<file path="src/rtl/fft_pkg.sv">
// rtl/fft_pkg.sv - shared FFT types, constants and component arithmetic helpers
package fft_pkg;

    localparam int DATA_W = 25;
    localparam int TW_W   = 18;

    typedef logic signed [DATA_W-1:0] comp_t;
    typedef logic signed [DATA_W:0]   wide_t;

    typedef struct packed {
        comp_t re;
        comp_t im;
    } cplx_t;

    function automatic cplx_t unpack_cplx(input logic [2*DATA_W-1:0] v);
        return v;
    endfunction

    function automatic logic [2*DATA_W-1:0] pack_cplx(input cplx_t c);
        return c;
    endfunction

    // One guard bit is enough for a sum or difference of two components.
    function automatic wide_t add_comp(input comp_t a, input comp_t b);
        return {a[DATA_W-1], a} + {b[DATA_W-1], b};
    endfunction

    function automatic wide_t sub_comp(input comp_t a, input comp_t b);
        return {a[DATA_W-1], a} - {b[DATA_W-1], b};
    endfunction

    // Overflow shows up as the guard bit disagreeing with the sign bit.
    function automatic comp_t sat_comp(input wide_t v);
        if (v[DATA_W] != v[DATA_W-1]) begin
            return v[DATA_W] ? {1'b1, {(DATA_W-1){1'b0}}} : {1'b0, {(DATA_W-1){1'b1}}};
        end
        return v[DATA_W-1:0];
    endfunction

    // Arithmetic shift right by one (floor); the result always fits.
    function automatic comp_t scale_comp(input wide_t v);
        return v[DATA_W:1];
    endfunction

endpackage

</file>
<file path="src/rtl/sdf_delay_line.sv">
// rtl/sdf_delay_line.sv - enabled shift register with async clear, oldest word at head
module sdf_delay_line #(
    parameter int DEPTH = 16,
    parameter int WIDTH = 50
) (
    input  logic             clk_i,
    input  logic             rst_i,
    input  logic             en_i,
    input  logic [WIDTH-1:0] d_i,
    output logic [WIDTH-1:0] head_o
);

    logic [WIDTH-1:0] mem_q [DEPTH];

    // Word 0 takes the newest value; word DEPTH-1 is the oldest.
    always_ff @(posedge clk_i or posedge rst_i) begin
        if (rst_i) begin
            for (int i = 0; i < DEPTH; i++) begin
                mem_q[i] <= '0;
            end
        end else if (en_i) begin
            mem_q[0] <= d_i;
            for (int i = 1; i < DEPTH; i++) begin
                mem_q[i] <= mem_q[i-1];
            end
        end
    end

    assign head_o = mem_q[DEPTH-1];

endmodule

</file>
<file path="src/rtl/sdf_butterfly_stage.sv">
// rtl/sdf_butterfly_stage.sv - radix-2 SDF butterfly; SDF_BFLY_SCALE_EN selects halving instead of saturation
module sdf_butterfly_stage #(
    parameter  int DELAY  = 16,
    parameter  int DATA_W = fft_pkg::DATA_W,
    localparam int AW     = $clog2(DELAY)
) (
    input  logic                clk_i,
    input  logic                rst_i,
    input  logic [2*DATA_W-1:0] data_i,
    input  logic                data_valid_i,
    output logic [2*DATA_W-1:0] stage_o,
    output logic [AW-1:0]       w_addr_o,
    output logic                data_valid_o,
    output logic                frame_start_o
);

    import fft_pkg::*;

    typedef logic [AW:0] cnt_t;

    cnt_t                cnt_q, cnt_d;
    logic                primed_q, primed_d;
    logic [2*DATA_W-1:0] stage_q, stage_d;
    logic [AW-1:0]       w_addr_q, w_addr_d;
    logic                valid_q, valid_d;
    logic                fs_q, fs_d;

    logic                phase;
    logic [2*DATA_W-1:0] head;
    logic [2*DATA_W-1:0] dl_d;
    cplx_t               x_c, a_c, sum_c, diff_c;

    function automatic comp_t reduce(input wide_t v);
`ifdef SDF_BFLY_SCALE_EN
        return scale_comp(v);
`else
        return sat_comp(v);
`endif
    endfunction

    sdf_delay_line #(
        .DEPTH (DELAY),
        .WIDTH (2*DATA_W)
    ) u_delay (
        .clk_i  (clk_i),
        .rst_i  (rst_i),
        .en_i   (data_valid_i),
        .d_i    (dl_d),
        .head_o (head)
    );

    // Butterfly datapath and next-state: fill phase stores x and drains old differences,
    // compute phase emits a+x and stores a-x for the next frame's fill phase.
    always_comb begin
        phase      = cnt_q[AW];
        x_c        = unpack_cplx(data_i);
        a_c        = unpack_cplx(head);
        sum_c.re   = reduce(add_comp(a_c.re, x_c.re));
        sum_c.im   = reduce(add_comp(a_c.im, x_c.im));
        diff_c.re  = reduce(sub_comp(a_c.re, x_c.re));
        diff_c.im  = reduce(sub_comp(a_c.im, x_c.im));

        dl_d       = phase ? pack_cplx(diff_c) : data_i;
        cnt_d      = cnt_q;
        primed_d   = primed_q;
        stage_d    = stage_q;
        w_addr_d   = w_addr_q;
        valid_d    = 1'b0;
        fs_d       = 1'b0;

        if (data_valid_i) begin
            cnt_d    = cnt_q + cnt_t'(1);
            primed_d = primed_q | (&cnt_q);
            stage_d  = phase ? pack_cplx(sum_c) : head;
            w_addr_d = phase ? '0 : cnt_q[AW-1:0];
            valid_d  = phase | primed_q;
            fs_d     = (cnt_q == cnt_t'(DELAY));
        end
    end

    // Sample counter, priming flag and registered outputs.
    always_ff @(posedge clk_i or posedge rst_i) begin
        if (rst_i) begin
            cnt_q    <= '0;
            primed_q <= 1'b0;
            stage_q  <= '0;
            w_addr_q <= '0;
            valid_q  <= 1'b0;
            fs_q     <= 1'b0;
        end else begin
            cnt_q    <= cnt_d;
            primed_q <= primed_d;
            stage_q  <= stage_d;
            w_addr_q <= w_addr_d;
            valid_q  <= valid_d;
            fs_q     <= fs_d;
        end
    end

    assign stage_o       = stage_q;
    assign w_addr_o      = w_addr_q;
    assign data_valid_o  = valid_q;
    assign frame_start_o = fs_q;

endmodule

</file>
<file path="config.mk">
export PLATFORM = sky130hd
export DESIGN_NAME = sdf_butterfly_stage
export DESIGN_NICKNAME = d
export VERILOG_FILES = /design/src/rtl/fft_pkg.sv /design/src/rtl/sdf_delay_line.sv /design/src/rtl/sdf_butterfly_stage.sv
export SDC_FILE = /design/constraint.sdc
export NUM_CORES = 2
export LEC_CHECK = 0
export ABC_AREA = 0
export BUFFER_PORTS_ARGS = -buffer_cell sky130_fd_sc_hd__buf_4
export CAP_MARGIN = 20
export CELL_PAD_IN_SITES_DETAIL_PLACEMENT = 1
export CELL_PAD_IN_SITES_GLOBAL_PLACEMENT = 2
export CORE_MARGIN = 1.5
export CORE_UTILIZATION = 40
export CTS_CLUSTER_DIAMETER = 150
export DETAILED_ROUTE_END_ITERATION = 12
export HOLD_SLACK_MARGIN = 0.06
export PLACE_DENSITY = 0.72
export SETUP_SLACK_MARGIN = 0.1
export SYNTH_ARGS = -nofsm -noshare
export SYNTH_HDL_FRONTEND = slang
export SYNTH_SLANG_ARGS = --single-unit
</file>
<file path="constraint.sdc">
create_clock -name clk_i -period 30.8 [get_ports clk_i]
set_input_delay 6.16 -clock clk_i [delete_from_list [all_inputs] [get_ports clk_i]]
set_output_delay 6.16 -clock clk_i [all_outputs]
set_load 0.05 [all_outputs]
</file>
# Yosys cells after proc, flatten, opt, wreduce, memory -nomap -nowiden
# Index checks and enable logic that the tools add are counted.
# totals
output_inout_bits	56
latchBits	0
mem_count	0
in_bits	53
romBits	0
ram_bits	0
regBits	862
elab_cells	56
# op_classes
multipliers	0
addsub	5
n_div	0
shifts	0
eq_ne	5
n_bitwise	2
order_cmp	0
n_mux	21
n_reduce_logical	1
# ops
op	n
$mux 25	12
$mux 50	2
$add 25x25->26	2
$sub 25x25->26	2
$mux 1	6
$add 5x1->5 const B	1
$eq 5x5->1 const B	1
$reduce_and 5->1	1
$mux 4	1
$ne 1x1->1	4
$or 1x1->1	2

# Longest topological paths before layout
# logic_depth
depth_word	5
ltp_mapped	19
depth_no_buf	17

# Modules after synthesis
# Synthesis repeated with hierarchy kept, for this count alone.
# unflattened
cells_unflattened	3013
hier_area_um2	39899.5
# by_module_without_submodules
module	seq_area_each_um2	n_inst	cells_each	area_each_um2
sdf_delay_line	20019.2	1	1740	30609.4
sdf_butterfly_stage	1551.5	1	1273	9290.2

# Worst setup path after synthesis
# No wires, ideal clock.
# synth_path
kind	input to register
from	input port data_i[0]
to	register u_delay.mem_q[768] (netlist bit)
setup_ns	0.145
t_arrival_ns	9.904
slack_ns	20.752
cell_stages	17
path_cell_list	ha_1 -> fa_1 -> nand2b_1 -> a21oi_1 -> a2111oi_2 -> a22o_2 -> a211oi_1 -> and4bb_1 -> o31ai_2 -> mux2_1 -> or2_1 -> ha_1 -> clkbuf_1 -> nor3_1 -> mux2_2 -> nor4_1 -> a21oi_1
# synth_between
elab_chain_len	5
# synth_rtl
element	line_no	source
start: declaration	sdf_butterfly_stage.sv:9	input logic [2*DATA_W-1:0] data_i,
$sub 25x25->26 (*)	fft_pkg.sv:29	return {a[DATA_W-1], a} - {b[DATA_W-1], b};
$mux 25 / $ne 1x1->1 (equally long branches)	fft_pkg.sv:35, fft_pkg.sv:34	
$mux 25 / $mux 1 (equally long branches)	fft_pkg.sv:34	if (v[DATA_W] != v[DATA_W-1]) begin
$mux 25 (*)	fft_pkg.sv:37	return v[DATA_W-1:0];
$mux 50 (*)	sdf_butterfly_stage.sv:63	dl_d = phase ? pack_cplx(diff_c) : data_i;
end signal: indexed assignment	sdf_delay_line.sv:24	mem_q[i] <= mem_q[i-1];
end: declaration	sdf_delay_line.sv:13	logic [WIDTH-1:0] mem_q [DEPTH];
# Mark *: on every way between the ends. The rest lies on a longest branch, timed or not. The select of a mux whose other input is x is not followed.
# A chain may end at the register's enable or synchronous reset.

# Worst setup path after layout
# layout_path
from	input port data_i[0]
to	register u_delay.mem_q[767] (netlist bit)
# Same word-level chain as after synthesis.

==> results.sh <==
export IMPL_max_clock_path_buffers=3
export IMPL_shortest_clock_period_the_worst_path_allows_after_layout_ps=11080
export IMPL_route_detailed_vias_per_inst=5.30
export IMPL_seq_area_frac_synth=0.557
export IMPL_inserted_clock_buffers=93
export IMPL_synth_net_count=3129
export IMPL_clock_latency_ps=680
export IMPL_drtAntennaViolNets=0
export IMPL_regToRegSetupSlack_ps=24910
export IMPL_post_cts_resized_instances=0
export IMPL_synth_cells=2965
export IMPL_synth_lib_cells_used_distinct=97
export IMPL_fill_cells=9620
export IMPL_die_area_um2=98700
export IMPL_launching_point_of_the_worst_reg2reg_path="u_delay.head_o[9]$_DFFE_PP0P_"
export IMPL_yosys_top_cells_area="sky130_fd_sc_hd__dfrtp_1, sky130_fd_sc_hd__mux2_2, sky130_fd_sc_hd__ha_1, sky130_fd_sc_hd__nor2_1, sky130_fd_sc_hd__a21oi_1"
export IMPL_initialDrtViolationCount=1337
export IMPL_final_hold_violation_count=0
export IMPL_finalMaxSlewViolations=0
export IMPL_start_kind="primary input"
export IMPL_edff_count_synth=0
export IMPL_worst_ir_drop_vdd_mv=0.0455
export IMPL_via_count_of_the_first_global_routing_pass=24800
export IMPL_post_cts_setup_buffers=0
export IMPL_cts_sinks=862
export IMPL_synth_largest_type_area_fraction=0.557
export IMPL_reg2reg_depth=14
export IMPL_design_core_area_um2=95400
export IMPL_most_common_cell_after_layout_fill_and_taps_aside="sky130_fd_sc_hd__dfrtp_1"
export IMPL_postSynth_asyncResetShare=1.00
export IMPL_place_congestion=0.843
export IMPL_setup_viol_count_final=0
export IMPL_design_power_total_mw=5.04
export IMPL_syn_area_um2=38700
export IMPL_buffer_ports_inserted=108
export IMPL_ys_flop_type="sky130_fd_sc_hd__dfrtp_1"
export IMPL_setup_tns_final_ps=0
export IMPL_area_delta_synth_final_pct=13.6
export IMPL_pin_count=109
export IMPL_power_density_cell_area_nw_per_um2=115
export IMPL_setup_worst_path_end="u_delay.mem_q[767]$_DFFE_PP0P_"
export IMPL_regToRegEndpoint="u_delay.mem_q[767]$_DFFE_PP0P_"
export IMPL_drt_wl_total_mm=92.8
export IMPL_cts_tree="yes"
export IMPL_achievable_frequency_mhz=90.2
export IMPL_dp_hpwl_mm=62.7
export IMPL_row_count=113
export IMPL_worst_path_max_fanout=30
export IMPL_p_leak_nw=18.6
export IMPL_drt_wirelength_per_cell_um=21.2
export IMPL_min_delay_path_class="flip-flop to flip-flop"
export IMPL_setup_repair_after_global_routing_missed_its_margin="false"
export IMPL_die_width_um=314
export IMPL_antenna_violations_before_repair=10
export IMPL_grt_total_usage=0.191
export IMPL_postSynthRegisterBits=862
export IMPL_worst_ep_required_time_ps=31330
export IMPL_final_cell_mix="sky130_fd_sc_hd__dfrtp_1, sky130_fd_sc_hd__mux2_2, sky130_fd_sc_hd__nor2_1"
export IMPL_grt_first_pass_wirelength_mm=148
export IMPL_yosysTopAreaCell="sky130_fd_sc_hd__dfrtp_1"
export IMPL_grt_overflow_total=0
export IMPL_initial_core_util=0.406
export IMPL_number_of_h_tree_levels=3
export IMPL_cap_viol_max_count=0
export IMPL_dr_pass1_iters=5
export IMPL_finalNonFillerCells=4370
export IMPL_synthesis_yosys_warnings=0
export IMPL_critical_path_class="primary input to flip-flop"
export IMPL_finalWorstSetupSlack_ps=19720
export IMPL_numPlacedInstances=4189
export IMPL_route_vias_total=23200
export IMPL_die_h_um=314
export IMPL_crit_arrival_ps=11610
export IMPL_timing_max_slew_rel_slack=0.268
export IMPL_layout_worst_path_cycle_share=0.360
export IMPL_cts_reportedPaths_clkPinSlew_ps=60
export IMPL_setup_worst_path_start="data_i[0]"
export IMPL_post_route_util=0.461
export IMPL_run_status="finished, final reports clean"
export IMPL_syn_avg_cell_area_um2=13.1
export IMPL_pre_cts_setup_slack_ps=19140
export IMPL_worst_slew_pin_transition_ps=1100
export IMPL_critPathCaptureType="flip-flop"
export IMPL_final_layout_size_suffix_gt1_frac=0.363
export IMPL_skew_ps=52.2
export IMPL_nNetsFinal=3185
export IMPL_pin_count_of_the_biggest_net_entering_global_routing=180
export IMPL_ctsHoldBuffers=0
export IMPL_route_detailed_drc=0
export IMPL_clock_root_buffer="sky130_fd_sc_hd__clkbuf_16"
-- worst min-delay path by stage --
| stage | start | endpoint | cells past startpoint |
|---|---|---|---|
| after floorplan | primed_q$_DFFE_PP0P_ | primed_q$_DFFE_PP0P_ | 1 |
| final | stage_o[13]$_DFFE_PP0P_ | stage_o[13]$_DFFE_PP0P_ | 1 |
| after detailed placement | stage_o[13]$_DFFE_PP0P_ | stage_o[13]$_DFFE_PP0P_ | 1 |
| after global placement | primed_q$_DFFE_PP0P_ | primed_q$_DFFE_PP0P_ | 1 |
| after global routing | stage_o[13]$_DFFE_PP0P_ | stage_o[13]$_DFFE_PP0P_ | 1 |
| after CTS | stage_o[13]$_DFFE_PP0P_ | stage_o[13]$_DFFE_PP0P_ | 1 |
-- flip-flops by register name, indices dropped and copies added, names as in the netlist --
| name | cells |
|---|---|
| stage_o | 50 |
| data_valid_o | 1 |
| primed_q | 1 |
| cnt_q | 5 |
| frame_start_o | 1 |
| w_addr_o | 4 |
| u_delay.mem_q | 750 |
| u_delay.head_o | 50 |
-- kinds of logic after synthesis --
family | count (synthesis) | synth area share
multiplexers | 753 | 0.219
flip-flops | 862 | 0.557
AO/OA/AOI/OAI | 441 | 0.0847
XOR/XNOR | 81 | 0.0183
adder cells (fa/ha/maj) | 111 | 0.0366
buffers and inverters | 291 | 0.0320
AND/OR/NAND/NOR | 426 | 0.0526
-- critical path, stage by stage --
cell	delay (ps)
sky130_fd_sc_hd__buf_4	120
sky130_fd_sc_hd__ha_1	220
sky130_fd_sc_hd__fa_1	410
sky130_fd_sc_hd__nand2b_1	180
sky130_fd_sc_hd__a21oi_1	210
sky130_fd_sc_hd__a2111oi_2	100
sky130_fd_sc_hd__a22o_2	290
sky130_fd_sc_hd__a211oi_1	400
sky130_fd_sc_hd__and4bb_1	310
sky130_fd_sc_hd__o31ai_2	330
sky130_fd_sc_hd__mux2_1	370
sky130_fd_sc_hd__or2_1	230
sky130_fd_sc_hd__ha_1	980
sky130_fd_sc_hd__o211a_1	600
sky130_fd_sc_hd__nor2_2	210
sky130_fd_sc_hd__o21a_1	190
sky130_fd_sc_hd__a311oi_1	270
-- per-layer routing --
metal,GRT usage,routed length [um],up-vias
met5,0,11,-
met4,0.0514,1870,2
met3,0.0269,3490,118
met2,0.278,39400,355
met1,0.296,48000,12100
li1,-,-,10600
-- Yosys cell counts, drive strengths merged, types with 5 or more instances --
| library cell | instances |
|---|---|
| dfrtp | 862 |
| o21bai | 10 |
| nand2b | 25 |
| o221a | 8 |
| ha | 107 |
| o21a | 8 |
| a21o | 26 |
| nand4 | 6 |
| a221oi | 30 |
| o211ai | 9 |
| mux2 | 750 |
| nand2 | 100 |
| o221ai | 12 |
| a21oi | 117 |
| o31ai | 15 |
| a221o | 6 |
| or2 | 8 |
| o211a | 10 |
| o2bb2ai | 10 |
| inv | 115 |
| a31oi | 31 |
| or3 | 12 |
| buf | 42 |
| nand3 | 25 |
| a22o | 5 |
| nor4 | 10 |
| o311ai | 5 |
| nor3 | 35 |
| nor2b | 13 |
| clkbuf | 134 |
| and2 | 6 |
| and3 | 8 |
| o22ai | 10 |
| o21ai | 86 |
| a211oi | 15 |
| xnor2 | 59 |
| nor2 | 162 |
| xor2 | 22 |
-- through the flow --
stage          area (um2)  hold WS [ps]
3_5_place_dp        40600           472
3_3_place_gp        40600           440
5_1_grt             44000           495
2_1_floorplan       38700           429
4_1_cts             43900           484
6_report            44000           477
-- final cells by class --
type | instances | area [um2] | area share
sequential | 862 | 21600 | 0.490
clock inverter | 37 | 584 | 0.0133
multi-input combinational | 1812 | 15900 | 0.362
tap | 1265 | 1580 | 0.0360
inverter | 115 | 439 | 0.00998
timing repair buffer | 137 | 1110 | 0.0251
clock buffer | 135 | 2760 | 0.0627
antenna | 7 | 17.5 | 0.000398
-- power by group --
part           switching (mW)  internal, mW  total, mW
Sequential              0.402          1.69       2.10
Combinational           0.958         0.798       1.76
Clock                   0.477         0.712       1.19
Note: power is estimated with default switching activity, not from simulation.
